## src/rtl/clk_period_meter.sv

```systemverilog
// Measures the period and high time of an asynchronous tick signal in clk cycles,
// with a valid/ack handshake, sticky overrun and a timeout for a stalled input.
module clk_period_meter #(
  parameter int CNT_W     = 26,
  parameter int MAX_COUNT = 50_000_000
) (
  input  logic             clk,
  input  logic             rst_n,
  input  logic             sig_in,
  input  logic             enable,
  input  logic             meas_ack,
  output logic [CNT_W-1:0] period,
  output logic [CNT_W-1:0] high_time,
  output logic             meas_valid,
  output logic             overrun,
  output logic             timeout
);

  typedef enum logic [1:0] {
    IDLE    = 2'd0,
    ARM     = 2'd1,
    MEASURE = 2'd2
  } state_t;

  localparam logic [CNT_W-1:0] CNT_ONE  = CNT_W'(1);
  // The count held on the cycle before the next increment would reach MAX_COUNT.
  localparam logic [CNT_W-1:0] CNT_LAST = CNT_W'(MAX_COUNT - 1);

  state_t           state_q, state_d;
  logic [2:0]       sync_q, sync_d;
  logic [CNT_W-1:0] cnt_q, cnt_d;
  logic [CNT_W-1:0] hi_cnt_q, hi_cnt_d;
  logic [CNT_W-1:0] period_q, period_d;
  logic [CNT_W-1:0] high_time_q, high_time_d;
  logic             meas_valid_q, meas_valid_d;
  logic             overrun_q, overrun_d;
  logic             timeout_q, timeout_d;

  logic rise;
  logic fall;

  // sync_q[0] and sync_q[1] form the synchronizer; sync_q[2] is the edge-history flop.
  assign sync_d = {sync_q[1:0], sig_in};
  assign rise   = sync_q[1] & ~sync_q[2];
  assign fall   = ~sync_q[1] & sync_q[2];

  always_comb begin
    // NOTE: every signal written here gets a default first, so no path can infer a latch.
    state_d      = state_q;
    cnt_d        = cnt_q;
    hi_cnt_d     = hi_cnt_q;
    period_d     = period_q;
    high_time_d  = high_time_q;
    meas_valid_d = meas_valid_q;
    overrun_d    = overrun_q;
    timeout_d    = timeout_q;

    if (!enable) begin
      state_d      = IDLE;
      cnt_d        = '0;
      hi_cnt_d     = '0;
      meas_valid_d = 1'b0;
      overrun_d    = 1'b0;
      timeout_d    = 1'b0;
    end else begin
      // An acknowledge retires the result; a capture below on the same edge wins.
      if (meas_valid_q && meas_ack) begin
        meas_valid_d = 1'b0;
      end

      unique case (state_q)
        IDLE: begin
          cnt_d   = '0;
          state_d = ARM;
        end
        ARM: begin
          if (rise) begin
            cnt_d   = CNT_ONE;
            state_d = MEASURE;
          end
        end
        MEASURE: begin
          if (rise) begin
            period_d     = cnt_q;
            high_time_d  = hi_cnt_q;
            meas_valid_d = 1'b1;
            timeout_d    = 1'b0;
            cnt_d        = CNT_ONE;
            if (meas_valid_q && !meas_ack) begin
              overrun_d = 1'b1;
            end
          end else begin
            if (fall) begin
              hi_cnt_d = cnt_q;
            end
            if (cnt_q == CNT_LAST) begin
              timeout_d = 1'b1;
              cnt_d     = '0;
              state_d   = ARM;
            end else begin
              cnt_d = cnt_q + CNT_ONE;
            end
          end
        end
        default: begin
          state_d = IDLE;
          cnt_d   = '0;
        end
      endcase
    end
  end

  // NOTE: state registers use non-blocking assignments so every flop samples pre-edge values.
  always_ff @(posedge clk or negedge rst_n) begin
    if (!rst_n) begin
      state_q      <= IDLE;
      sync_q       <= '0;
      cnt_q        <= '0;
      hi_cnt_q     <= '0;
      period_q     <= '0;
      high_time_q  <= '0;
      meas_valid_q <= 1'b0;
      overrun_q    <= 1'b0;
      timeout_q    <= 1'b0;
    end else begin
      state_q      <= state_d;
      sync_q       <= sync_d;
      cnt_q        <= cnt_d;
      hi_cnt_q     <= hi_cnt_d;
      period_q     <= period_d;
      high_time_q  <= high_time_d;
      meas_valid_q <= meas_valid_d;
      overrun_q    <= overrun_d;
      timeout_q    <= timeout_d;
    end
  end

  assign period     = period_q;
  assign high_time  = high_time_q;
  assign meas_valid = meas_valid_q;
  assign overrun    = overrun_q;
  assign timeout    = timeout_q;

endmodule
```

## config.mk

```make
export PLATFORM = sky130hd
export DESIGN_NAME = clk_period_meter
export DESIGN_NICKNAME = d
export VERILOG_FILES = /design/src/rtl/clk_period_meter.sv
export SDC_FILE = /design/constraint.sdc
export NUM_CORES = 1
export LEC_CHECK = 0
export BUFFER_PORTS_ARGS = -buffer_cell sky130_fd_sc_hd__buf_2
export CORE_MARGIN = 2
export CORE_UTILIZATION = 35
export DETAILED_ROUTE_END_ITERATION = 7
export HOLD_SLACK_MARGIN = 0.03
export PLACE_DENSITY = 0.58
export SYNTH_ARGS = -nofsm -noshare
export SYNTH_HDL_FRONTEND = slang
export SYNTH_SLANG_ARGS = --single-unit
export TNS_END_PERCENT = 100
```

## constraint.sdc

```tcl
create_clock -name clk -period 1.9 [get_ports clk]
set_input_delay 0.19 -clock clk [delete_from_list [all_inputs] [get_ports clk]]
set_output_delay 0.19 -clock clk [all_outputs]
set_load 0.02 [all_outputs]
```

After elaboration in Yosys (flattened, before gate mapping)
Index checks and enable logic that the tools add are counted.
Storage, ports and cells
  bits in registers: 112
  input bits: 5
  output and inout bits: 55
  word-level logic and storage cells: 61
Operators by class
  add/subtract/negate cells: 1
  equality and inequality tests: 12
  muxes and demuxes: 26
  bitwise gates (word level): 4
  reduce and logical (&&, ||, !) cells: 9
Operator list (count)
  26-bit 2-to-1 mux: 8
  26-bit case mux with 2 select lines: 1
  26-bit by 1-bit adder with 26-bit output, second input constant: 1
  26-bit equality test, second input constant: 1
  1-bit 2-to-1 mux: 12
  3-bit AND reduction: 4
  3-bit != test, second input constant: 3
  2-bit 2-to-1 mux: 4
  2-bit by 1-bit != test with 1-bit output, second input constant: 4
  2-bit case mux with 3 select lines: 1
  3-bit by 1-bit != test with 1-bit output, second input constant: 1
  1-bit AND: 2
  2-bit by 1-bit equality test with 1-bit output, second input constant: 1
  2-bit equality test, second input constant: 1
  1-bit logical AND: 2
  2-bit zero test: 1
  2-bit != test, second input constant: 1
  1-bit NOT: 2
  2-bit AND reduction: 1
  1-bit zero test: 1

Depth between registers and ports, before layout
Gate-level depths: netlist of the first run.
  word-level depth: 6
  depth in mapped cells: 9
  depth with buffers taken out: 7

Worst setup path before layout of the first run
Ideal clock, no wire load.
  path kind: reg-to-reg
  start point: reg state_q[0]
  end point: reg cnt_q[3]
  setup time: 116 ps
  arrival time: 1883 ps
  data required time: 1784 ps
  slack: -98 ps
  cell stages (with the launch flop): 9
  path buffers: 1
  period minus slack after synthesis: 1998 ps
  cells stage by stage: dfrtp_1 -> inv_1 -> ha_1 -> clkbuf_1 -> nand2_1 -> nor3_1 -> and2b_1 -> nand2_1 -> o311ai_0
On the way
  longest elaborated chain between the ends: 3
Ends and longest elaborated chain
  start, declared: line 29  | state_t state_q, state_d;
  start signal, assigned: line 126  | state_q <= state_d;
  2-bit equality test / 2-bit by 1-bit equality test with 1-bit output (equally long branches): line 71  | unique case (state_q)
  26-bit case mux with 2 select lines: line 71
  26-bit 2-to-1 mux: line 58  | if (!enable) begin
  end signal, assigned: line 128  | cnt_q <= cnt_d;
  end, declared: line 31  | logic [CNT_W-1:0] cnt_q, cnt_d;
Parallel ways exist; a longest one is shown, timed or not.
A chain may end at the register's enable or synchronous reset.

Worst setup path after layout of the first run
  start point: reg cnt_q[18]
  end point: reg state_q[1]
On the way
  longest elaborated chain between the ends: 3
Ends and longest elaborated chain
  26-bit equality test: line 96  | if (cnt_q == CNT_LAST) begin
  3-bit != test (no source line)
  3-bit AND reduction (no source line)
Every way passes these cells.

==> results of run 1 <==
## kinds of logic after synthesis
kind of cell / count (synthesis) / synth area share
fa+ha+maj: 4 / 0.0105
xor+xnor: 12 / 0.0221
buf+inv: 40 / 0.0331
compound gates: 64 / 0.101
mux: 49 / 0.115
flops: 112 / 0.589
simple gates: 116 / 0.130
## power by group
group / switching [mW] / internal [mW] / total (mW) / leakage [nW]
Clock: 0.822 / 1.22 / 2.04 / 0.159
Combinational: 0.407 / 0.278 / 0.685 / 1.32
Sequential: 0.0250 / 2.42 / 2.44 / 1.55
Total: 1.25 / 3.92 / 5.17 / 3.04
## stage by stage
stage | hold WS, ns | worst slack [ns] | TNS, ns | instance area, µm² | power [mW]
4_1_cts | 0.126 | -0.0840 | -1.43 | 6100 | 5.18
3_3_place_gp | 0.165 | -0.0252 | -0.0468 | 5660 | 3.09
3_5_place_dp | 0.171 | -0.0827 | -0.538 | 5660 | 3.11
5_1_grt | 0.160 | -0.126 | -2.05 | 6180 | 5.41
6_report | 0.145 | -0.0328 | -0.216 | 6180 | 5.17
2_1_floorplan | -0.106 | 0.0241 | 0 | 4770 | 2.84
## worst max path at each step
stage                     cells past startpoint    endpoint        from
after global routing                          6  state_q[1]   cnt_q[18]
after detailed placement                      6  state_q[1]   cnt_q[18]
after CTS                                     6   cnt_q[16]   cnt_q[18]
final                                         6  state_q[1]   cnt_q[18]
after floorplan                               8    cnt_q[3]  state_q[0]
after global placement                        6  state_q[1]   cnt_q[18]
## cell type report
cell class | instances | area [µm²] | share of cell area
clock inverters | 3 | 65.1 | 0.0105
inverters | 12 | 45.0 | 0.00729
flip-flops and latches | 112 | 2800 | 0.454
clock buffers | 12 | 256 | 0.0415
multi-input cells | 246 | 1920 | 0.310
repair buffers | 118 | 871 | 0.141
well taps | 176 | 220 | 0.0356
## metal layers
metal  vias to the layer above  part of all wire  track usage
li1                       1635                 -            -
met1                      1795              0.46        0.221
met2                        52              0.49        0.262
met3                        15             0.035       0.0410
met4                         0             0.018       0.0654
met5                         -                 0            0
## tightest hold or removal path, stage by stage
cell      delay, ns
buf_2          0.09
nand2b_1       0.10
o21ai_0        0.07
## sequential cells by signal (all words and copies together), names as in the netlist
signal and cells:
overrun 1, cnt_q 26, timeout 1, sync_q 3
period 26, high_time 26, meas_valid 1, hi_cnt_q 26
state_q 2
## placed cells by master, fill, tap and decap left out, drive strengths merged, types with 14 or more instances in the layout
cell type  count
buf          116
nand2         32
a22o          26
dfrtp        112
mux2          46
nand4         15
nor2          17
o21ai         14
## timing repair
| action | CTS | global route |
|---|---|---|
| buffers inserted | 2 | 2 |
| resized for setup | 21 | 15 |
| endpoints found under the setup margin | 23 | 28 |
| hold endpoints to repair | 29 | 0 |
| pin swaps | 13 | 9 |
| hold buffers | 2 | 0 |
| gates cloned | 2 | 0 |
==> results.ini, run 1 <==
[outcome]
outcome = complete, but fails checks
violations = negative setup slack

[sta]
hold_viol = 0
finalWorstSetupSlack_ns = -0.0328
fmax_mhz = 517
slew_viol_final = 0
tightestPinTransition_ns = 0.456
grt_setup_unrepaired = true
slew_headroom = 0.696
finalSetupViolCount = 14
timing.final.crit_share = 1.02
fin_crit_ns = 1.93
fin_worst_skew_ns = 0.00769

[setup_path]
max_stage_delay_ns = 0.55
required_ns = 2.12
cp-start-kind = flip-flop
path_class = reg2reg
critPathTopFamily = simple AND/OR/NAND/NOR gates
path_buf_inv = 1
r2r-end = state_q[1]
crit_chain = or4b_4 > nor3_4 > nand4_4 > buf_6 > nor4_4 > a211oi_2
timing.reg2reg.worst_path_depth = 6
cp_slowest_cell = or4b_4
crit_fanout = 7
r2r_slack_ns = -0.03
r2r-start = cnt_q[18]
critPathCaptureType = flip-flop
worstPathArrival_ns = 2.15

[cts]
cts_buffers = 9
clkSlewWorstSetupHoldPaths_ns = 0.07
tritoncts = done
clk_latency_ns = 0.35
clock_tree.buffer_depth = 2
numClockSinks = 112
cts.htree.levels = 3
cts_root_buf = clkbuf_16

[synth]
ys_seq_area_frac = 0.589
async_flop_share = 1.00
ys_top_cells_by_area = dfrtp_1 59%, mux2_2 11%, a22o_1 4.8%, nand2_1 2.5%, xnor2_1 2.2%
netlist_top_cells_count = 112 x dfrtp_1, 46 x mux2_2, 32 x nand2_1, 26 x a22o_1, 19 x clkbuf_1
avgSynthCellArea_um2 = 12.0
synth_seq_cells = 112
yosys_warnings = 0
synth_area_um2 = 4760
synth_cell_type_count = 43
synth_top_area_frac = 0.589
synth.net_count = 406
yosysMostFrequentCell = dfrtp_1
synth_area_leader_cell = dfrtp_1
synth_cells = 397
synth_ff_type = dfrtp_1
synth-edff-count = 0

[power]
vdd_drop_max_mv = 0.363
power.density_nw_per_um2 = 837
total_leakage_power_nw = 3.04

[finish]
utilization = 0.466
finalNetCount = 508
instances_no_fill = 679
drive_gt1_frac = 0.396
fillCellCount = 1260
antenna_cells = 0
synthToLayoutAreaGrowth_pct = 29.7

[route]
viasPerCell = 5.15
ant_nets = 0
drt_iter0_drc = 185
drc = 0
dr.pass1.iters = 4
num_vias = 3497
routed_wl_um = 11200
wl_per_cell_um = 16.5

[die]
floorplan.rows = 42
ioPinCount = 60
coreArea_um2 = 13200
die_area_um2 = 14600
die-height_um = 121
initial_utilization = 0.360
die_x_um = 121

[min_path]
hp-class = in2reg
hold_path_end = meas_valid
min_from = meas_ack
hold_depth = 3

[global_route]
grt_pass1_vias = 3648
grt_use_total = 0.166
gr-total-overflow = 0
grt_pass1_wl_um = 18800
grt_max_degree = 37
antenna_found_initial = 0

[place]
gp_congestion = 0.877
portBuffers = 59
dpl.hpwl_um = 7630
place_inst = 656

[run]
drv_cap = 0

(Power assumes the default switching activity.)
==> run 2: changes to the inputs <==
==> constraint.sdc (replaced) <==
create_clock -name clk -period 1.6 [get_ports clk]
set_input_delay 0.16 -clock clk [delete_from_list [all_inputs] [get_ports clk]]
set_output_delay 0.16 -clock clk [all_outputs]
set_load 0.02 [all_outputs]
==> run 2 against run 1 <==
The flow still finishes with violations (negative setup slack). Register-to-register slack worse by 0.27 ns. Combinational power is 75% higher. Global-route usage is 1.0 points higher. Power increased by 23%. Sequential share of layout area is 4.0 points lower. Routed wire length up 9.2%. Setup slack lost 0.27 ns. Maximum frequency grew 1.5%. Count of clock-buffer cells in the layout is the same. Largest power group unchanged.
==> results.ini, run 2 (synthesis results as in run 1) <==
[route]
drc = 0  ; unchanged
drt_iter0_drc = 185  ; unchanged
dr.pass1.iters = 4  ; unchanged
routed_wl_um = 12300  ; +9.2%
num_vias = 3707  ; +6.0%
wl_per_cell_um = 17.0  ; +2.6%
ant_nets = 0  ; unchanged
viasPerCell = 5.13  ; -0.45%

[power]
p_int_mw = 4.74  ; +21%
total_power_mw = 6.37  ; +23%
switchingPower_mw = 1.63  ; +30%
vdd_drop_max_mv = 0.443  ; +22%
switching_share = 0.256  ; +0.0133
total_leakage_power_nw = 3.38  ; +11%
clock_power_share = 0.356  ; -0.039
power.density_nw_per_um2 = 940  ; +12%
seq_power_share = 0.456  ; -0.017
comb_power_share = 0.188  ; +0.055

[setup_path]
r2r-start = cnt_q[16]
path_class = reg2reg
r2r-end = cnt_q[9]
max_stage_delay_ns = 0.56  ; about the same
timing.reg2reg.worst_path_depth = 6  ; unchanged
cp_slowest_cell = or4b_4
critPathCaptureType = flip-flop
crit_fanout = 5  ; -2
crit_chain = or4b_4 > nor3_4 > nand4_4 > buf_6 > a31oi_1 > o22ai_1
r2r_slack_ns = -0.30  ; -0.27 ns
worstPathArrival_ns = 2.14  ; about the same
cp-start-kind = flip-flop
required_ns = 1.83  ; -0.29 ns

[finish]
utilization = 0.512  ; +0.0453
fillCellCount = 1190  ; -5.6%
final_common_cell = dfrtp_1
synthToLayoutAreaGrowth_pct = 42.3
finalNetCount = 551  ; +8.5%
antenna_cells = 0  ; unchanged
final_cell_mix = 112 x dfrtp_1, 77 x buf_4, 58 x buf_2
drive_gt1_frac = 0.479  ; +0.0833

[die]
ioPinCount = 60  ; unchanged
die_area_um2 = 14600  ; unchanged
coreArea_um2 = 13200  ; unchanged
initial_utilization = 0.360  ; unchanged
floorplan.rows = 42  ; unchanged
die-height_um = 121  ; unchanged
die_x_um = 121  ; unchanged

[min_path]
min_from = meas_ack
hold_path_end = overrun
hp-class = in2reg
hold_depth = 3  ; unchanged

[global_route]
grt_max_degree = 53  ; +43%
grt_pass1_vias = 3783  ; +3.7%
gr-total-overflow = 0  ; unchanged
grt_use_total = 0.177  ; +0.0104
antenna_found_initial = 0  ; unchanged
grt_pass1_wl_um = 20100  ; +6.7%

[place]
dpl.hpwl_um = 7940  ; +4.1%
gp_congestion = 0.862  ; -1.7%
portBuffers = 59  ; unchanged
place_ws_ns = -0.302  ; -0.219 ns

[sta]
tns_ns = -8.02  ; -7.80 ns
hold_viol = 0  ; unchanged
finalWorstSetupSlack_ns = -0.304  ; -0.271 ns
timing.final.crit_share = 1.19  ; +0.173
finalSetupViolCount = 59  ; +45
fin_worst_skew_ns = 0.00703  ; -0.000663 ns
tightestPinTransition_ns = 0.374  ; -0.0825 ns
fin_crit_ns = 1.90  ; -0.0286 ns
grt_setup_unrepaired = true
fmax_mhz = 525  ; +1.5%
slew_viol_final = 0  ; unchanged
slew_headroom = 0.751  ; +0.0550

[cts]
numClockSinks = 112  ; unchanged
clk_latency_ns = 0.35  ; about the same
tritoncts = done
cts.htree.levels = 3  ; unchanged
clkSlewWorstSetupHoldPaths_ns = 0.07  ; about the same
cts_root_buf = clkbuf_16
clock_tree.buffer_depth = 2  ; unchanged
cts_buffers = 9  ; unchanged

[outcome]
outcome = complete, but fails checks
violations = negative setup slack

[run]
drv_cap = 0  ; unchanged

-- run 2: layout make-up --
cell class                 instances  area, µm²  share of cell area
tap                              176        220              0.0325
clock inverter                     4       52.6             0.00775
clock buffer                      12        246              0.0364
multi-input combinational        246       2090               0.308
sequential                       112       2800               0.414
inverter                          12       47.5             0.00702
timing repair buffer             161       1320               0.194
-- run 2: power groups by stage --
stage | Sequential [mW] | Clock, mW | Combinational (mW)
after floorplan | 2.96 | 0 | 0.496
after global placement | 2.95 | 0 | 0.839
after detailed placement | 2.96 | 0 | 0.856
after CTS | 2.91 | 2.33 | 1.08
after global routing | 2.91 | 2.45 | 1.30
final | 2.90 | 2.27 | 1.20
-- run 2: critical path: cells and delay by family (launching register included) --
family / cells / cell delay (ns)
AND/OR/NAND/NOR: 3 / 0.97
flip-flops: 1 / 0.39
AO/OA/AOI/OAI: 2 / 0.23
buffers and inverters: 1 / 0.20
-- run 2: timing repair --
action,in CTS,in global routing
endpoints found under the setup margin,101,106
buffers inserted,9,10
gates cloned,5,1
hold endpoints to repair,25,0
hold buffers,2,0
resized for setup,32,43
pin swaps,13,24
-- run 2: metal layers --
layer  global-route usage  share of wire
met3               0.0283          0.031
met5                    0              0
met1                0.246           0.47
met4               0.0603          0.014
met2                0.281           0.49
-- run 2: through the flow --
stage / hold WS, ns / instance area [µm²] / cells
after CTS: 0.0724 / 6550 / 714
after global routing: 0.113 / 6780 / 723
final: 0.0774 / 6780 / 723
after global placement: 0.102 / 5930 / 682
after floorplan: -0.136 / 4910 / 397
after detailed placement: 0.113 / 5930 / 682
-- run 2: worst max-delay path by stage --
stage                   start   endpoint  slack (ns)  cells past startpoint
detailed placement  cnt_q[24]   cnt_q[7]       -0.30                      6
global route        cnt_q[16]   cnt_q[9]       -0.37                      6
CTS                 cnt_q[16]   cnt_q[9]       -0.31                      6
global placement    cnt_q[24]   cnt_q[9]       -0.27                      6
floorplan           cnt_q[24]  cnt_q[10]       -0.19                      6
finish              cnt_q[16]   cnt_q[9]       -0.30                      6
==> run 3: changes to the inputs <==
--- a/config.mk
+++ b/config.mk
@@ -5,12 +5,14 @@
 export SDC_FILE = /design/constraint.sdc
 export NUM_CORES = 1
 export LEC_CHECK = 0
+export ABC_AREA = 1
 export BUFFER_PORTS_ARGS = -buffer_cell sky130_fd_sc_hd__buf_2
 export CORE_MARGIN = 2
 export CORE_UTILIZATION = 35
 export DETAILED_ROUTE_END_ITERATION = 7
 export HOLD_SLACK_MARGIN = 0.03
 export PLACE_DENSITY = 0.58
+export RECOVER_POWER = 100
 export SYNTH_ARGS = -nofsm -noshare
 export SYNTH_HDL_FRONTEND = slang
 export SYNTH_SLANG_ARGS = --single-unit
==> run 3 against run 2 <==
The flow still finishes with violations (negative setup slack). Core utilization fell by 6.1 points. Routed wire length fell by 0.73%. Synthesized cell count rose by 36%. Via count rose by 10%. Clock power fell by 5%. Sequential cell count did not move. Die area rose by 2.5%. Sequential power barely moved. Cell count rose by 15%. Cell area fell by 8.5%. Critical path type unchanged. Largest cell class unchanged. Largest power group unchanged.
==> results.ini, run 3 <==
[outcome]
outcome = complete, but fails checks
violations = negative setup slack

[finish]
utilization = 0.450  ; -0.0615
fillCellCount = 1416  ; +19%
antenna_cells = 0  ; unchanged
finalNetCount = 657  ; +19%
final_cell_mix = 111 x dfrtp_1, 110 x nand2_1, 66 x inv_1
multi_input_area_um2 = 1850  ; -11%
final_common_cell = dfrtp_1
synthToLayoutAreaGrowth_pct = 26.9
drive_gt1_frac = 0.198  ; -0.281
seq_area_um2 = 2800  ; about the same

[sta]
tightestPinTransition_ns = 1.02  ; +0.646 ns
fin_worst_skew_ns = 0.00810  ; +0.00107 ns
slew_headroom = 0.320  ; -0.431
slew_viol_final = 0  ; unchanged
grt_setup_unrepaired = true
timing.final.crit_share = 1.02  ; -0.171
tns_ns = -0.116  ; +7.90 ns
finalSetupViolCount = 10  ; -83%
finalWorstSetupSlack_ns = -0.0298  ; +0.274 ns
fin_crit_ns = 1.63  ; -0.274 ns
hold_viol = 0  ; unchanged
fmax_mhz = 614  ; +17%

[synth]
ys_top_cells_by_area = dfrtp_1 57%, nand2_1 9.1%, o21ai_0 6.4%, inv_1 5.3%, o22ai_1 3.5%
yosys_warnings = 0  ; unchanged
synth.net_count = 549  ; +35%
netlist_top_cells_count = 118 x nand2_1, 112 x dfrtp_1, 69 x inv_1, 62 x o21ai_0, 41 x nor2_1
avgSynthCellArea_um2 = 9.05  ; -25%
async_flop_share = 1.00  ; unchanged
synth_area_leader_cell = dfrtp_1
synth_seq_cells = 112  ; unchanged
ys_seq_area_frac = 0.574  ; -0.0148
synth_cell_type_count = 30  ; -30%
yosysMostFrequentCell = nand2_1
synth_top_area_frac = 0.574  ; -0.0148
synth_cells = 540  ; +36%
synth_area_um2 = 4880  ; +2.6%
synth-edff-count = 0  ; unchanged
synth_ff_type = dfrtp_1

[setup_path]
required_ns = 1.87  ; +0.04 ns
critPathCaptureType = flip-flop
r2r_slack_ns = -0.03  ; +0.27 ns
worstPathArrival_ns = 1.90  ; -0.24 ns
cp-start-kind = flip-flop
path_class = reg2reg
crit_fanout = 4  ; -1

[cts]
clkSlewWorstSetupHoldPaths_ns = 0.07  ; about the same
cts.htree.levels = 3  ; unchanged
cts_root_buf = clkbuf_16
clock_tree.buffer_depth = 2  ; unchanged
cts_buffers = 9  ; unchanged
numClockSinks = 112  ; unchanged
clk_latency_ns = 0.34  ; about the same
tritoncts = done

[die]
die_area_um2 = 14900  ; +2.5%
die-height_um = 122  ; +1.2%
floorplan.rows = 43  ; +2.4%
die_x_um = 122  ; +1.2%
coreArea_um2 = 13800  ; +4.0%
initial_utilization = 0.355  ; -0.00495
ioPinCount = 60  ; unchanged

[route]
num_vias = 4083  ; +10%
wl_per_cell_um = 14.6  ; -14%
dr.pass1.iters = 6  ; +2
drt_iter0_drc = 216  ; +17%
routed_wl_um = 12200  ; -0.73%
drc = 0  ; unchanged
viasPerCell = 4.91  ; -4.2%
ant_nets = 0  ; unchanged

[min_path]
hp-class = in2reg

[power]
total_power_mw = 6.19  ; -2.8%
vdd_drop_max_mv = 0.612  ; +38%
power.density_nw_per_um2 = 998  ; +6.2%
total_leakage_power_nw = 2.64  ; -22%

[global_route]
gr-total-overflow = 0  ; unchanged
grt-busiest-layer = met2
grt_pass1_vias = 3867  ; +2.2%
grt_use_total = 0.163  ; -0.0136
gr-usage-met1 = 0.223  ; -0.0228
antenna_found_initial = 0  ; unchanged
grt_max_degree = 81  ; +53%
use_met3 = 0.0215  ; -0.00677
grt_util_met2 = 0.259  ; -0.0216
grt_pass1_wl_um = 19100  ; -4.5%

[run]
drv_cap = 0  ; unchanged

[place]
gp_congestion = 0.904  ; +4.8%
dpl.hpwl_um = 8180  ; +3.0%
portBuffers = 59  ; unchanged
place_ws_ns = -0.0725  ; +0.230 ns

[run 3: cell count changes in the layout (fill, tap and decap cells not counted), moves of 12 or more]
| cell | previous run | this run |
|---|---|---|
| nand2_1 | 29 | 110 |
| clkbuf_1 | 2 | 58 |
| inv_1 | 10 | 66 |
| buf_2 | 58 | 4 |
| o21ai_0 | 5 | 59 |
| buf_4 | 77 | 36 |
| mux2_2 | 31 | 0 |
| a22o_1 | 26 | 0 |
| o22ai_1 | 3 | 27 |
| nor2_1 | 15 | 35 |
| mux2_4 | 15 | 0 |
| xnor2_1 | 12 | 0 |
[run 3: final cells by class]
class                           instances  area share
Sequential cell                       112       0.452
Inverter                               72      0.0448
Tap cell                              180      0.0363
Timing Repair Buffer                  115       0.121
Clock inverter                          3     0.00726
Clock buffer                           11      0.0375
Multi-Input combinational cell        336       0.299
Timing Repair inverter                  2     0.00182
[run 3: cells by family after synthesis]
| logic type | count (synthesis) | share of synthesized area |
|---|---|---|
| and+or+nand+nor | 223 | 0.207 |
| DFF | 112 | 0.574 |
| AOI/OAI and AO/OA | 104 | 0.119 |
| buffers and inverters | 92 | 0.0812 |
| xor gates and xnor gates | 5 | 0.00896 |
| adders and majority gates | 4 | 0.0102 |
[run 3: worst paths after layout]
check                            from      endpoint  cells past startpoint
max reg2reg                state_q[0]     cnt_q[11]                      7
min in group asynchronous       rst_n  high_time[3]                      3
min                          meas_ack    meas_valid                      4
max in group asynchronous       rst_n      cnt_q[2]                      3
max                        state_q[0]     cnt_q[11]                      7
min reg2reg                 sync_q[0]     sync_q[1]                      0
[run 3: per-layer routing]
metal  up-vias  wire length [µm]
met1      2001              5610
met3        16               374
met4         0               238
li1       1968                 -
met2        98              5950
met5         -                 0
[run 3: through the flow]
step	hold slack (ns)	instance area (µm²)	std cells
after global placement	0.225	5680	799
final	0.102	6200	831
after CTS	0.0980	6010	816
after global routing	0.113	6200	831
after detailed placement	0.230	5680	799
after floorplan	-0.136	4880	540
[run 3: timing repair]
item / CTS / global route
hold buffers: 2 / 0
hold endpoints to repair: 113 / 0
pin swaps: 2 / 9
gates resized for setup: 8 / 50
buffers inserted: 1 / 11
setup endpoints to repair: 24 / 103
gates cloned: 0 / 4
[run 3: worst max-delay path: stages (launching register included)]
cell and delay (ns):
dfrtp_1 0.43, inv_1 0.13, ha_4 0.16, nand2_4 0.06, nor3_4 0.34, buf_4 0.18
nand3_1 0.11, a21oi_2 0.15
[run 3: power breakdown]
part / total (mW) / switching, mW / internal [mW] / leakage [nW]
Sequential: 2.92 / 0.0422 / 2.88 / 1.55
Combinational: 1.11 / 0.633 / 0.474 / 0.962
Clock: 2.16 / 0.965 / 1.20 / 0.128
